**config.mk**
```make
export PLATFORM = sky130hd
export DESIGN_NAME = ram_arbiter
export DESIGN_NICKNAME = d
export VERILOG_FILES = /design/src/rtl/ram_arbiter.sv
export SDC_FILE = /design/constraint.sdc
export NUM_CORES = 1
export LEC_CHECK = 0
export ABC_AREA = 1
export ABC_CLOCK_PERIOD_IN_PS = 3700
export CAP_MARGIN = 20
export CELL_PAD_IN_SITES_DETAIL_PLACEMENT = 1
export CELL_PAD_IN_SITES_GLOBAL_PLACEMENT = 2
export CORE_MARGIN = 5
export CORE_UTILIZATION = 32
export DETAILED_ROUTE_END_ITERATION = 8
export DONT_BUFFER_PORTS = 1
export MAX_ROUTING_LAYER = met4
export PLACE_DENSITY = 0.93
export SKIP_CTS_REPAIR_TIMING = 1
export SLEW_MARGIN = 20
export SYNTH_ARGS = -nofsm -noshare
export SYNTH_HDL_FRONTEND = slang
export SYNTH_SLANG_ARGS = --single-unit
```
**constraint.sdc**
```tcl
create_clock -name clk -period 3.7 [get_ports clk]
set_input_delay 0 -clock clk [delete_from_list [all_inputs] [get_ports clk]]
set_output_delay 0 -clock clk [all_outputs]
set_load 0.1 [all_outputs]
```
**src/rtl/ram_arbiter.sv**
```systemverilog
// ---------------------------------------------------------------------------
// ram_arbiter
//
// Shares the single-port data RAM between two requesters: port 0 (CPU
// load/store unit) and port 1 (program loader / debug DMA). Each port uses a
// req/gnt/rvalid handshake for word accesses. Ties are broken round-robin.
// All RAM-side outputs come from registered state and the latched payload, so
// there is no combinational path from a requester to the RAM. The RAM's
// one-cycle-latency read data is steered back to the port that won.
//
// Ports:
//   clk               single clock, shared with the RAM
//   rstn              asynchronous active-low reset
//   req0/req1         access request, held with payload until gnt
//   we0/we1           1 = write, 0 = read
//   addr0/addr1       byte address, forwarded unmodified
//   wdata0/wdata1     write data
//   gnt0/gnt1         one-cycle pulse: payload has been latched
//   rvalid0/rvalid1   one-cycle pulse: read data valid (reads only)
//   rdata0/rdata1     ram_rdata while the matching rvalid is high, else 0
//   ram_we            to ram.we
//   ram_addr          to ram.addr
//   ram_wdata         to ram.data_write
//   ram_rdata         from ram.data_read (one-cycle latency)
//   busy              arbiter is in ISSUE or RESP
// ---------------------------------------------------------------------------
module ram_arbiter #(
    parameter int N = 32
) (
    input  logic         clk,
    input  logic         rstn,
    input  logic         req0,
    input  logic         req1,
    input  logic         we0,
    input  logic         we1,
    input  logic [N-1:0] addr0,
    input  logic [N-1:0] addr1,
    input  logic [N-1:0] wdata0,
    input  logic [N-1:0] wdata1,
    output logic         gnt0,
    output logic         gnt1,
    output logic         rvalid0,
    output logic         rvalid1,
    output logic [N-1:0] rdata0,
    output logic [N-1:0] rdata1,
    output logic         ram_we,
    output logic [N-1:0] ram_addr,
    output logic [N-1:0] ram_wdata,
    input  logic [N-1:0] ram_rdata,
    output logic         busy
);

    typedef enum logic [1:0] {
        IDLE  = 2'd0,
        ISSUE = 2'd1,
        RESP  = 2'd2
    } state_t;

    state_t       r_state;
    state_t       w_next;

    // Latched payload of the access currently being served.
    logic         r_win;      // winning port id
    logic         r_we;
    logic [N-1:0] r_addr;
    logic [N-1:0] r_wdata;
    logic         r_last;     // port that won most recently

    logic         w_take;     // a new access is accepted this cycle
    logic         w_win;      // port that wins this cycle's arbitration

    // -----------------------------------------------------------------------
    // Arbitration and next state
    // -----------------------------------------------------------------------
    // NOTE: every signal assigned in an always_comb gets a default at the top,
    // so no path leaves it unassigned and no latch is inferred.
    always_comb begin
        w_take = 1'b0;
        w_win  = 1'b0;
        w_next = IDLE;

        // On a tie the port that did not win last time goes next;
        // otherwise whichever port is requesting wins.
        if (req0 && req1) begin
            w_win = ~r_last;
        end else begin
            w_win = req1;
        end

        case (r_state)
            IDLE, RESP: begin
                // RESP arbitrates too, which keeps back-to-back accesses at
                // one per two cycles.
                w_take = req0 | req1;
                w_next = w_take ? ISSUE : IDLE;
            end
            ISSUE: begin
                w_next = RESP;
            end
            default: begin
                w_next = IDLE;
            end
        endcase
    end

    // -----------------------------------------------------------------------
    // State and payload registers
    // -----------------------------------------------------------------------
    // NOTE: sequential state uses non-blocking assignments so every register
    // samples the pre-edge value of every other register.
    always_ff @(posedge clk or negedge rstn) begin
        if (!rstn) begin
            r_state <= IDLE;
        end else begin
            r_state <= w_next;
        end
    end

    always_ff @(posedge clk or negedge rstn) begin
        if (!rstn) begin
            r_win   <= 1'b0;
            r_we    <= 1'b0;
            r_addr  <= '0;
            r_wdata <= '0;
            r_last  <= 1'b1;   // port 0 wins the first tie after reset
        end else if (w_take) begin
            r_win   <= w_win;
            r_we    <= w_win ? we1    : we0;
            r_addr  <= w_win ? addr1  : addr0;
            r_wdata <= w_win ? wdata1 : wdata0;
            r_last  <= w_win;
        end
    end

    // -----------------------------------------------------------------------
    // Output decode: only registered state and latched payload feed the RAM
    // side. Because the state resets asynchronously, ram_we, gnt and rvalid
    // drop the moment rstn is asserted, aborting a write still in ISSUE.
    // -----------------------------------------------------------------------
    always_comb begin
        gnt0      = 1'b0;
        gnt1      = 1'b0;
        rvalid0   = 1'b0;
        rvalid1   = 1'b0;
        rdata0    = '0;
        rdata1    = '0;
        ram_we    = 1'b0;
        ram_addr  = r_addr;
        ram_wdata = r_wdata;
        busy      = (r_state != IDLE);

        case (r_state)
            ISSUE: begin
                ram_we = r_we;
                gnt0   = ~r_win;
                gnt1   = r_win;
            end
            RESP: begin
                // The RAM returns the word addressed in ISSUE during this
                // cycle; writes produce no response.
                if (!r_we) begin
                    rvalid0 = ~r_win;
                    rvalid1 = r_win;
                    if (r_win) begin
                        rdata1 = ram_rdata;
                    end else begin
                        rdata0 = ram_rdata;
                    end
                end
            end
            default: begin
            end
        endcase
    end

endmodule
```
==> results.json <==
{
  "yosysSeqAreaShare_pct": 40.5,
  "ir_drop_v": 0.000287,
  "crit_arrival_ns": 2.76,
  "rsz0062_at_grt": "no",
  "ys_ff_latch": 69,
  "yosysUniqueCellTypes": 13,
  "dp_hpwl_um": 12000,
  "tns_ns": 0,
  "setup_viol": 0,
  "seqCellArea_um2": 1730,
  "multi_input_area_um2": 1880,
  "grtUsageTotal_pct": 20.5,
  "hold_viol": 0,
  "routed-via-count": 5153,
  "finalCritPeriodShare_pct": 68.8,
  "worstSetupPathType": "reg -> reg",
  "final_layout_size_suffix_gt1_share_pct": 18.3,
  "whs_ns": 0.109,
  "cts_tree": "yes",
  "die_area_um2": 15700,
  "hold_class": "in -> reg",
  "startpoint_type": "flip-flop",
  "nFillCells": 1675,
  "drtIter0Drc": 289,
  "finish.utilization_pct": 50.7,
  "area_growth_pct": 56.3,
  "clockBufferDepth": 2,
  "timing.fmax_mhz": 393,
  "drv_cap": 0,
  "synth_area_um2": 4260,
  "antenna_left": 0,
  "final_common_cell": "nand2_1",
  "yosysTopAreaCellShare_pct": 39.9,
  "grt_pass1_wl_um": 25400,
  "yosysWarnings": 0,
  "min_period_ns": 2.55,
  "power.density_nw_per_um2": 618,
  "tightest_slew_ns": 1.08,
  "start_util_pct": 32.4,
  "leakage_nw": 3.72,
  "cts_buffers": 9,
  "grt_pass1_vias": 4722,
  "rows": 42,
  "die_y_um": 125,
  "die_w_um": 125,
  "via_per_inst": 4.96,
  "finalWirelength_um": 20800,
  "endpoint_kind": "flip-flop",
  "r2r_slack_ns": 1.15,
  "place_congestion": 0.928,
  "fin_skew_ns": 0.00632,
  "crit_required_ns": 3.91,
  "grt-ovfl-total": 0,
  "insertion_delay_ns": 0.32,
  "synth_area_leaders": "dfrtp_1 40%, nand2_1 18%, nand3_1 16%",
  "wl_per_cell_um": 20.0,
  "antenna_found_initial": 0,
  "avgSynthCellArea_um2": 6.22,
  "synth_cells": 685,
  "cts-root-buf": "clkbuf_16",
  "io_pins": 300,
  "slew_headroom_pct": 28.0,
  "fin_nets": 1023,
  "drt_first_pass_iters": 4,
  "drc": 0,
  "port_buffers": 0,
  "p_total_mw": 4.12,
  "mostFrequentLayoutCells": "198 x nand2_1, 169 x inv_1, 131 x nand3_1, 131 x dlygate4sd3_1, 69 x buf_4",
  "synth_nets": 851,
  "synth_top_area_cell": "dfrtp_1",
  "grt_max_degree": 70,
  "run_status": "complete, no violations",
  "layout_setup_ws_ns": 1.15,
  "slew_violations": 0,
  "core_um2": 13100,
  "cts.sinks": 69,
  "dpl_worst_slack_ns": 1.74,
  "crit_path_max_fanout": 38,
  "htreeDepth": 3,
  "clk_pin_slew_ns": 0.06
}
[final timing paths]
| check | start | endpoint | cells past startpoint |
|---|---|---|---|
| setup / recovery | r_last | ram_wdata[6] | 7 |
| hold / removal | req1 | r_last | 3 |
| setup reg to reg | r_last | ram_wdata[6] | 7 |
| hold reg to reg | r_state[1] | r_state[1] | 1 |
| max in group asynchronous | rstn | r_last | 2 |
| min in group asynchronous | rstn | ram_wdata[1] | 2 |
[worst max-delay path, cell delays in order (launching register included)]
cell	delay (ns)
dfstp_2	0.54
nand2_2	0.06
nand2_2	0.44
buf_4	0.49
nand2_1	0.13
nand3_1	0.11
dlygate4sd3_1	0.57
nand2_1	0.06
[synth_stat cells, drive strengths merged]
library cell  count
buf              29
clkbuf           12
dfrtp            68
dfstp             1
inv             170
nand2           200
nand3           133
nor2             71
o21ai             1
[logic make-up after synthesis]
group           synth area share [%]
compound gates                 0.117
simple gates                    39.7
flops                           40.5
buf+inv                         19.7
[per-layer routing]
| metal | track usage, % | up-vias | wire, µm |
|---|---|---|---|
| met5 | - | - | 0 |
| met4 | 7.91 | 0 | 797 |
| met3 | 5.03 | 67 | 1140 |
| met2 | 34.7 | 216 | 11200 |
| met1 | 23.5 | 2539 | 7650 |
| li1 | - | 2331 | - |
[power breakdown]
part | internal (mW) | total, mW | switching [mW] | leakage [nW]
clock | 0.579 | 0.908 | 0.329 | 0.150
combinational | 0.334 | 1.03 | 0.691 | 2.74
sequential | 0.890 | 2.18 | 1.29 | 0.829
[final cells by class]
class	instances	area share, %
clock inverter	1	0.451
sequential	69	25.9
tap	176	3.31
inverter	170	9.62
antenna	1	0.0376
multi-input combinational	405	28.2
clock buffer	15	4.17
timing repair buffer	202	28.3
[registers in the layout (all words and copies together), names as in the netlist]
signal,flops
ram_addr,32
ram_wdata,32
r_state,2
r_last,1
r_we,1
r_win,1
[stage by stage]
stage | instances | cell area [µm²]
5_1_grt | 1038 | 6660
4_1_cts | 905 | 5290
3_5_place_dp | 889 | 4980
2_1_floorplan | 685 | 4260
6_report | 1039 | 6660
3_3_place_gp | 889 | 4980
(Power assumes the default switching activity.)
